--- src/rtl/seg7_scan_decoder.sv ---
// Scan-bus receiver for a multiplexed 7-segment display. It decodes each settled digit back
// to BCD and assembles MM:SS frames into binary minutes and seconds.
module seg7_scan_decoder #(
    parameter int STABLE_CYC  = 16,
    parameter int TIMEOUT_CYC = 50_000_000
) (
    input  logic        clk,
    input  logic        reset,
    input  logic [3:0]  an,
    input  logic [6:0]  ca,
    output logic [15:0] digits,
    output logic [3:0]  digit_valid,
    output logic [5:0]  sec,
    output logic [5:0]  min,
    output logic        frame_done,
    output logic        err_seg,
    output logic        err_an,
    output logic        stale,
    output logic        frame_state
);
    localparam int CW = $clog2(STABLE_CYC + 1);

    typedef enum logic {COLLECT = 1'b0, EMIT = 1'b1} frame_state_t;

    frame_state_t  state, state_next;
    logic [3:0]    an_q, an_p, an_low;
    logic [6:0]    ca_q, ca_p;
    logic [CW-1:0] stable_cnt;
    logic [31:0]   idle_cnt;
    logic          changed, accept_pt, blank, multi_an, pat_ok, digit_acc, timed_out;
    logic [1:0]    pos;
    logic [3:0]    bcd, valid_next;

    function automatic logic [5:0] bcd_to_bin(input logic [3:0] tens, input logic [3:0] ones);
        if (tens > 4'd5) return 6'd59;
        return {2'b00, tens} * 6'd10 + {2'b00, ones};
    endfunction

    assign changed   = {an_q, ca_q} != {an_p, ca_p};
    // The counter saturates above STABLE_CYC-1, so this point is hit once per stable window.
    assign accept_pt = !changed && (stable_cnt == CW'(STABLE_CYC - 1));
    assign blank     = an_q == 4'hF;
    assign an_low    = ~an_q;
    assign multi_an  = (an_low & (an_low - 4'd1)) != 4'd0;
    assign digit_acc = accept_pt && !blank && !multi_an && pat_ok;
    assign timed_out = idle_cnt >= 32'(TIMEOUT_CYC);
    assign frame_state = state;

    always_comb begin
        pos = 2'd0;
        case (an_q)
            4'b1110: pos = 2'd0;
            4'b1101: pos = 2'd1;
            4'b1011: pos = 2'd2;
            4'b0111: pos = 2'd3;
            default: pos = 2'd0;
        endcase
    end

    always_comb begin
        pat_ok = 1'b1;
        bcd    = 4'd0;
        case (ca_q)
            7'h01: bcd = 4'd0;
            7'h4F: bcd = 4'd1;
            7'h12: bcd = 4'd2;
            7'h06: bcd = 4'd3;
            7'h4C: bcd = 4'd4;
            7'h24: bcd = 4'd5;
            7'h20: bcd = 4'd6;
            7'h0F: bcd = 4'd7;
            7'h00: bcd = 4'd8;
            7'h0C: bcd = 4'd9;
            default: pat_ok = 1'b0;
        endcase
    end

    // A digit accepted during EMIT starts the next frame, so its bit is set after the clear.
    always_comb begin
        valid_next = digit_valid;
        state_next = COLLECT;
        if (state == EMIT || (timed_out && !digit_acc)) valid_next = 4'h0;
        if (digit_acc) valid_next = valid_next | (4'b0001 << pos);
        if (state == COLLECT && !(timed_out && !digit_acc) && valid_next == 4'hF)
            state_next = EMIT;
    end

    always_ff @(posedge clk) begin
        if (!reset) begin
            an_q        <= 4'hF;
            an_p        <= 4'hF;
            ca_q        <= 7'h7F;
            ca_p        <= 7'h7F;
            stable_cnt  <= '0;
            idle_cnt    <= '0;
            state       <= COLLECT;
            digits      <= '0;
            digit_valid <= '0;
            sec         <= '0;
            min         <= '0;
            frame_done  <= 1'b0;
            err_seg     <= 1'b0;
            err_an      <= 1'b0;
            stale       <= 1'b0;
        end else begin
            an_q <= an;
            ca_q <= ca;
            an_p <= an_q;
            ca_p <= ca_q;
            if (changed) stable_cnt <= '0;
            else if (stable_cnt != CW'(STABLE_CYC)) stable_cnt <= stable_cnt + 1'b1;
            if (digit_acc) idle_cnt <= '0;
            else if (idle_cnt != 32'hFFFF_FFFF) idle_cnt <= idle_cnt + 32'd1;

            state       <= state_next;
            digit_valid <= valid_next;
            if (digit_acc) digits[{pos, 2'b00} +: 4] <= bcd;
            if (state == EMIT) begin
                sec <= bcd_to_bin(digits[7:4], digits[3:0]);
                min <= bcd_to_bin(digits[15:12], digits[11:8]);
            end
            frame_done <= state == EMIT;

            if (accept_pt && !blank && multi_an) err_an <= 1'b1;
            if (accept_pt && !blank && !multi_an && (!pat_ok || (pos[0] && bcd > 4'd5)))
                err_seg <= 1'b1;
            if (digit_acc) stale <= 1'b0;
            else if (timed_out) stale <= 1'b1;
        end
    end
endmodule
--- config.mk ---
export PLATFORM = sky130hd
export DESIGN_NAME = seg7_scan_decoder
export DESIGN_NICKNAME = d
export VERILOG_FILES = /design/src/rtl/seg7_scan_decoder.sv
export SDC_FILE = /design/constraint.sdc
export NUM_CORES = 1
export LEC_CHECK = 0
export BUFFER_PORTS_ARGS = -buffer_cell sky130_fd_sc_hd__buf_2
export CELL_PAD_IN_SITES_DETAIL_PLACEMENT = 1
export CELL_PAD_IN_SITES_GLOBAL_PLACEMENT = 1
export CORE_MARGIN = 1.5
export CORE_UTILIZATION = 45
export CTS_BUF_LIST = sky130_fd_sc_hd__clkbuf_8
export CTS_CLUSTER_DIAMETER = 150
export DETAILED_ROUTE_END_ITERATION = 10
export GPL_ROUTABILITY_DRIVEN = 0
export HOLD_SLACK_MARGIN = 0.1
export PLACE_DENSITY = 0.82
export SETUP_SLACK_MARGIN = 0.3
export SLEW_MARGIN = 20
export SYNTH_ARGS = -nofsm -noshare
export SYNTH_HDL_FRONTEND = slang
export SYNTH_SLANG_ARGS = --single-unit
--- constraint.sdc ---
create_clock -name clk -period 3.4 [get_ports clk]
set_clock_uncertainty 0.05 [all_clocks]
set_input_delay 0.34 -clock clk [delete_from_list [all_inputs] [get_ports clk]]
set_output_delay 0.34 -clock clk [all_outputs]
set_load 0.005 [all_outputs]
* Yosys cells after proc, flatten, opt, wreduce, memory -nomap -nowiden
Cells that the tools add are included.
** Storage, ports and cells
- Memory bits (read-only) :: 0
- Output and inout port bits :: 37
- Flip-flop bits (word level) :: 96
- Bits in latches :: 0
- RAM bits :: 0
- Memories kept :: 0
** Operators by class
- $lt $le $gt $ge :: 4
- $add $sub $neg :: 6
- Bitwise logic cells :: 5
- Div/mod/pow operators :: 0
- Reductions and logical operators :: 23
- Mux-type cells :: 17
- Shifts and indexed selects :: 3
- Eq/ne operators :: 18
- Multiply operators :: 2
** Operator list (number)
- one-hot mux 4 bit (9 select lines) :: 1
- adder 32 x 1 -> 32 bit, second input constant :: 1
- greater-or-equal comparator 32 x 26 -> 1 bit, second input constant :: 1
- != test 32 bit, second input constant :: 1
- two-way mux 6 bit :: 4
- bitwise mux 16 bit :: 1
- equality test 4 bit, second input constant :: 4
- variable shift 4 x 6 -> 16 bit, first input constant :: 1
- indexed part select 4 x 6 -> 16 bit :: 1
- equality test 7 x 4 -> 1 bit, second input constant :: 2
- equality test 7 x 6 -> 1 bit, second input constant :: 2
- equality test 7 bit, second input constant :: 2
- adder 6 x 4 -> 6 bit :: 2
- greater-than comparator 4 x 3 -> 1 bit, second input constant :: 3
- != test 11 bit :: 1
- logical AND 1 bit :: 10
- multiplier 4 x 3 -> 5 bit, second input constant :: 2
- OR reduction 10 bit :: 1
- two-way mux 1 bit :: 8
- two-way mux 4 bit :: 2
- equality test 7 x 1 -> 1 bit, second input constant :: 1
- equality test 7 x 3 -> 1 bit, second input constant :: 1
- equality test 7 x 5 -> 1 bit, second input constant :: 1
- zero test 7 bit :: 1
- other kinds (16) :: 24

* Logic depth before layout (Yosys ltp)
Gate-level depths: netlist of run 1.
- Word-level depth :: 16
- Gate-level depth with buffers :: 10
- Gate-level depth less buffers :: 8

* Least setup slack after synthesis of run 1
OpenSTA, ideal clock, no wires.
- Path kind :: register to register
- Start :: reg ca_q[1]
- End :: reg digits[1]
- Setup time :: 0.115 ns
- Cell stages (with the launch flop) :: 10
- Path slack :: 1.042 ns
- Buffers on the path :: 3
- Clock period less this slack :: 2.358 ns
- Arrival :: 2.193 ns
- Path through :: dfxtp_1 > buf_6 > or4_4 > a2111oi_4 > nor3_2 > a211oi_2 > buf_6 > buf_8 > a21boi_0 > o21a_1
** On the way
- Word-level cells in the longest chain between the ends :: 6
- Elaborated cells between the ends (all ways) :: 21
- Those cells by class :: eq/ne: 10; shift: 1; mux: 3; reduce/logical: 7
** RTL lines
- start, declared :: RTL line 27 : logic [6:0] ca_q, ca_p;
- start signal, assigned :: RTL line 92 : ca_q <= 7'h7F;
- start signal, assigned :: RTL line 107 : ca_q <= ca;
- parallel branches: the longest is 6 deep, another holds indexed part select 4 x 6 -> 16 bit
- end signal, assigned :: RTL line 97 : digits <= '0;
- end signal, assigned by index :: RTL line 117 : if (digit_acc) digits[{pos, 2'b00} +: 4] <= bcd;
- end, declared :: RTL line 11 : output logic [15:0] digits,
Parallel ways; which one is timed is not known.
A chain may end at the register's enable or synchronous reset.

* Worst setup path after layout of run 1
- Start :: reg ca_q[5]
- End :: reg idle_cnt[2]
** On the way
- Word-level cells in the longest chain between the ends :: 7
- Elaborated cells between the ends (all ways) :: 19
- Those cells by class :: eq/ne: 10; mux: 1; reduce/logical: 8
** RTL lines
- parallel branches: the longest is 5 deep, another holds OR reduction 10 bit
- logical AND 1 bit (*) :: RTL line 45 : assign digit_acc = accept_pt && !blank && !multi_an && pat_ok;
- OR reduction 2 bit (no source line) (*)
- end signal, assigned :: RTL line 113 : else if (idle_cnt != 32'hFFFF_FFFF) idle_cnt <= idle_cnt + 32'd1;
- end, declared :: RTL line 29 : logic [31:0] idle_cnt;
Every way passes the cells marked *.

==> results of run 1 <==
cell usage after synthesis, types with 6 or more instances:
library cell | number | area (um^2)
a211oi_1 | 6 | 45.0
a21boi_0 | 8 | 60.1
a21oi_1 | 22 | 110
buf_2 | 7 | 35.0
clkbuf_1 | 19 | 71.3
dfxtp_1 | 96 | 1920
ha_1 | 24 | 300
inv_1 | 21 | 78.8
mux2i_1 | 14 | 140
nand2_1 | 48 | 180
nand2b_1 | 22 | 138
nand3_1 | 12 | 60.1
nand4_1 | 11 | 68.8
nor2_1 | 56 | 210
nor3_1 | 25 | 125
nor4_1 | 6 | 37.5
o21ai_0 | 17 | 85.1
xnor2_1 | 38 | 333
xor2_1 | 20 | 175
worst paths after layout:
| kind | end | cells past startpoint | from |
|---|---|---|---|
| worst max-delay path | idle_cnt[2]$_SDFFE_PP0P_ | 8 | ca_q[5]$_SDFF_PN1_ |
| worst min-delay path | ca_q[4]$_SDFF_PN1_ | 2 | reset |
| worst max register to register | idle_cnt[2]$_SDFFE_PP0P_ | 8 | ca_q[5]$_SDFF_PN1_ |
| worst min register to register | err_an$_SDFFE_PN0P_ | 1 | err_an$_SDFFE_PN0P_ |
per-layer routing:
metal | share of wire, % | track usage (%) | vias up | routed length, um
met1 | 46 | 26.1 | 1884 | 5120
met4 | 2.1 | 8.57 | 0 | 232
li1 | - | - | 1940 | -
met2 | 50 | 37.5 | 45 | 5640
met3 | 1.7 | 2.74 | 19 | 194
met5 | 0 | 0 | - | 0
through the flow:
stage	setup slack (ps)	cells	utilization [%]
after detailed placement	574	705	49.5
after floorplan	1040	545	-
after CTS	497	731	52.2
after global placement	731	705	49.5
final	507	732	52.3
after global routing	329	732	52.3
sequential cells by signal, summed over array words and instances, names as in the netlist:
name / count
sec: 6
err_an: 1
stale: 1
an_q: 4
ca_q: 7
digits: 16
err_seg: 1
digit_valid: 4
ca_p: 7
frame_state: 1
stable_cnt: 5
frame_done: 1
idle_cnt: 32
an_p: 4
min: 6
final cells by class:
| cell class | count | area (um^2) |
|---|---|---|
| clock buffers | 9 | 124 |
| clock inverters | 7 | 56.3 |
| fillers | 1253 | 4950 |
| inverters | 21 | 78.8 |
| multi-input cells | 396 | 2660 |
| flip-flops and latches | 96 | 1920 |
| well taps | 136 | 170 |
| repair buffers | 67 | 408 |
power by group through the flow:
stage	clock [mW]	sequential [mW]	combinational (mW)
final	0.717	1.16	0.120
after global routing	0.798	1.17	0.135
after CTS	0.740	1.16	0.120
after detailed placement	0	1.19	0.110
after global placement	0	1.19	0.104
after floorplan	0	1.17	0.103
cell families (layout without fill, tap and decap cells):
kind of cell	Yosys count	count (layout)	share of synthesized area, %
and+or+nand+nor	220	220	23.6
buffers and inverters	53	104	5.15
muxes	14	14	2.90
adders and majority gates	26	26	7.04
DFF	96	96	39.8
xor gates and xnor gates	58	58	10.5
AOI/OAI and AO/OA	78	78	11.1
timing repair:
action,4_1_cts,5_1_grt
hold buffers,10,1
gates resized for setup,0,0
buffers inserted,0,0
hold endpoints to repair,10,1
==> results.md, run 1 <==
* Outcome: complete, no violations
* Port bufs at 49
* Register share of total power at around three fifths
* Synth unique cells at 57
* Total power at approximately 2.0 mW
* First-pass GRT wire length at 19.3 mm
* PwrDens at between 300 and 400 nW/um^2
* Layout cells sized above 1 at 13.9%
* Flops & latches, synth at 96
* H-tree depth at 3
* Critical Path, Cell by Cell: nor4b_1 > a211oi_1 > or3b_2 > a211oi_2 > buf_4 > nand2b_1 > buf_4 > nor3_1
* Peak VDD IR at approximately 0.22 mV
* Crit path kind: flop to flop
* Critical path endpoint category: flop
* Routed vias/inst at ~5.3
* Fraction of the yosys area taken by sequential cells at about two fifths
* Net Sw Frac at 24.0%
* CTS sink cnt at 96
* Die width at between 100 and 150 um
* Final Cycle Share at approximately 85%
* Die Ht at around 110 um
* Number of synthesized flops with an enable pin at 0
* Routed wire length per instance at 15.3 um
* Total CTS buffers at 9
* Initial antenna violation count at 0
* Antenna-violating nets left at 0
* Die area at approximately 11000 um^2
* Ys Warns at 0
* Async SR Flop Fraction at 0%
* Synth Cell Area at 4830 um^2
* RSZ-0062 raised after global routing: no
* CP Max Fanout at 33
* Critical path required time at between 3000 and 4000 ps
* Fin Hold WS at between 400 and 500 ps
* CP arrival at about 3100 ps
* Reported max-cap violation count at 0
* NetSw at approximately 480 uW
* Placement Cell Area at 5130 um^2
* Worst setup SP type: flop
* CTS tree: yes
* Hpwl dp at between 8 and 9 mm
* Main synth FF type: dfxtp_1
* Iter 0 DRT Violations at ~150
* Endpoints failing hold at 0
* Slew @ Worst Pin at roughly 850 ps
* Critical-path top delay cell: dfxtp_1
* Drc violations at 0
* Core Box Area at 10400 um^2
* Initial Utilization at ~47%
* # diodes at 0
* Post-Syn Area per Cell at 8.87 um^2
* Area grow syn2layout at 12.2%
* Worst-path clk slew at around 90 ps
* Most used cell, CP: buf_4
* Worst skew pair latency at 370 ps
* Final Max Tran Viols at 0
* # rows at 37
* Final net count at 630
* Fmax at around 350 MHz
* Largest net degree at the start of global routing at 40
* Design area at ~5400 um^2
* Rel. slew slack at a little over two fifths
* Combinational power share at 6.0%
* WL final at between 10 and 15 mm
* Peak per-stage delay on the critical path at between 600 and 700 ps
* Hold Crit Class: input port to flop
* Via count at around 3.9k
* Worst path top cell family by delay: simple AND/OR/NAND/NOR gates
* R2R setup slack at roughly 510 ps
* Setup TNS at 0 ps
* Fin crit period at between 2000 and 3000 ps
* Internal power at around 1.5 mW
* CTS Root Buffer Type: clkbuf_8
* Commonest non-fill, non-tap cell in the layout: dfxtp_1
* GR Util All Layers at 21.2%
* Clock Path Buffers at 2
* Total congestion overflow at 0
* Post-Synthesis Cells at roughly 550
* Setup violators final at 0
* Clock power share at ~36%
* Most frequent cells in the layout: dfxtp_1, nor2_1, buf_2
* Buf+Inv Stages, Crit Path at 2
* First-pass DRT Iterations at 4
* I/O pin count at 50
* Vias in the first global route at 4013
* Leakage at ~2.2 nW
* Syn nets at around 580
No activity file was read; power rests on OpenSTA's default activity.
==> run 2: changes to the inputs <==
Settings changed: CAP_MARGIN set to 25, PLACE_DENSITY 0.82 to not set, PLACE_DENSITY_LB_ADDON set to 0.05.
==> results.md, run 2 (synthesis results as in run 1) <==
* Outcome: complete, no violations (unchanged)
* Worst setup SP type: flop (unchanged)
* Vias in the first global route at 3935 (was 4013)
* Clock Path Buffers at 2 (unchanged)
* Top Registers: idle_cnt: 32 flops, digits: 16 flops (unchanged)
* # rows at 37 (unchanged)
* Rel. slew slack at 40.8% (was 42.5%)
* Initial antenna violation count at 0 (unchanged)
* PwrDens at 378 nW/um^2 (was 369 nW/um^2)
* Setup violators final at 0 (unchanged)
* Total CTS buffers at 9 (unchanged)
* Crit path kind: flop to flop (unchanged)
* Grt met1 use at 25.3% (was 26.1%)
* CTS Hold Buffers Added at 10 (unchanged)
* Slew @ Worst Pin at 874 ps (was 850 ps)
* Final Cycle Share at 82.2% (was 85.1%)
* Worst Reg-to-Reg Cells at 7 (was 8)
* Most frequent cells in the layout: dfxtp_1, nor2_1, buf_2 (unchanged)
* Final Util at 52.4% (was 52.3%)
* Routed vias/inst at 5.20 (was 5.31)
* Commonest non-fill, non-tap cell in the layout: dfxtp_1 (unchanged)
* Peak per-stage delay on the critical path at 570 ps (was 610 ps)
* CTS Root Buffer Type: clkbuf_8 (unchanged)
* Routing usage on met2 at 36.1% (was 37.5%)
* Via count at 3793 (was 3888)
* Most used cell, CP: nand2_1 (was buf_4)
* Total congestion overflow at 0 (unchanged)
* Port bufs at 49 (unchanged)
* Met3 GRT Util at 5.35% (was 2.74%)
* First-pass DRT Iterations at 5 (was 4)
* Iter 0 DRT Violations at 108 (was 147)
* Final net count at 628 (was 630)
* CP Max Fanout at 15 (was 33)
* CTS sink cnt at 96 (unchanged)
* Area grow syn2layout at 12.3% (was 12.2%)
* Worst skew pair latency at 380 ps (was 370 ps)
* Routed wire length per instance at 15.1 um (was 15.3 um)
* Hpwl dp at 8.04 mm (was 8.02 mm)
* Initial Utilization at 46.6% (unchanged)
* Drc violations at 0 (unchanged)
* H-tree depth at 3 (unchanged)
* Fmax at 358 MHz (was 346 MHz)
* GR Util All Layers at 20.9% (was 21.2%)
* WL final at 11.0 mm (was 11.2 mm)
* Die area at 11400 um^2 (unchanged)
* Die width at 107 um (unchanged)
* Antenna-violating nets left at 0 (unchanged)
* Reported max-cap violation count at 0 (unchanged)
* Critical path required time at 3610 ps (was 3590 ps)
* Final Max Tran Viols at 0 (unchanged)
* Hold Crit Class: input port to flop (unchanged)
* Die Ht at 107 um (unchanged)
* Critical Path, Cell by Cell: nand2_1 > o41ai_1 > or3b_2 > a211oi_2 > buf_4 > nand2_1 > mux2i_1 (was nor4b_1 > a211oi_1 > or3b_2 > a211oi_2 > buf_4 > nand2b_1 > buf_4 > nor3_1)
* Number of flip-flops under the largest register name at 32 (unchanged)
* Leakage at 2.15 nW (was 2.16 nW)
* Post-CTS resize count at 0 (unchanged)
* Endpoints failing hold at 0 (unchanged)
* Critical-path top delay cell: dfxtp_1 (unchanged)
* Postcts setup bufs at 0 (unchanged)
* Critical path endpoint category: flop (unchanged)
* CP arrival at 3000 ps (was 3080 ps)
* Largest net degree at the start of global routing at 43 (was 40)
* Worst hold path stage count at 2 (unchanged)
* CTS tree: yes (unchanged)
* Setup TNS at 0 ps (unchanged)
* Peak VDD IR at 0.326 mV (was 0.215 mV)
* Worst-path clk slew at 80 ps (was 90 ps)
* RSZ-0062 raised after global routing: no (unchanged)
* Busiest layer in global routing: met2 (unchanged)
* I/O pin count at 50 (unchanged)
* Most flops, register: idle_cnt (unchanged)
* Placed insts at 704 (was 705)
* First-pass GRT wire length at 18.9 mm (was 19.3 mm)
* Fin crit period at 2790 ps (was 2890 ps)
* Layout cells sized above 1 at 14.2% (was 13.9%)
* Core Box Area at 10400 um^2 (unchanged)
* # diodes at 0 (unchanged)
* Fin cells at 729 (was 732)
## run 2: cell count changes in the layout (fill, tap and decap cells not counted), sizes merged
cell / change
buf: -1
clkbuf: +3
dlygate4sd3: -1
clkinv: -1
inv: -3
## run 2: metal layers
layer	part of all wire, %	wire (um)	vias to the layer above
met3	2.7	296	15
li1	-	-	1936
met1	47	5110	1804
met5	0	0	-
met2	49	5370	38
met4	1.8	198	0
## run 2: critical path, delay by kind of cell (launching register included)
| kind | cells | cell delay (ps) |
|---|---|---|
| AO/OA/AOI/OAI | 2 | 770 |
| buffers and inverters | 1 | 280 |
| flip-flops | 1 | 570 |
| multiplexers | 1 | 170 |
| AND/OR/NAND/NOR | 3 | 830 |
## run 2: cell type report
type,instances,area (um^2)
fillers,1246,4940
multi-input cells,396,2660
flip-flops and latches,96,1920
repair buffers,65,390
well taps,136,170
clock buffers,12,165
inverters,21,78.8
clock inverters,3,40.0
## run 2: report_power, final
part / internal, mW / switching (mW)
logic: 0.0519 / 0.0662
registers: 1.14 / 0.0248
clock network: 0.394 / 0.380
## run 2: per-stage QoR
stage          hold slack [ps]  power, mW  area [um^2]  worst slack [ps]
5_1_grt                    122       2.15         5430               387
6_report                   116       2.06         5430               607
3_3_place_gp               395       1.29         5120               703
2_1_floorplan              391       1.27         4830              1040
3_5_place_dp               413       1.30         5120               627
4_1_cts                    102       2.09         5430               609
## run 2: path summary, 6_finish.rpt
path | slack [ps] | endpoint | from
worst max register to register | 610 | digits[10]$_SDFFE_PN0P_ | ca_q[3]$_SDFF_PN1_
worst min register to register | 420 | err_seg$_SDFFE_PN0P_ | err_seg$_SDFFE_PN0P_
worst min-delay path | 120 | ca_q[5]$_SDFF_PN1_ | ca[5]
worst max-delay path | 610 | digits[10]$_SDFFE_PN0P_ | ca_q[3]$_SDFF_PN1_
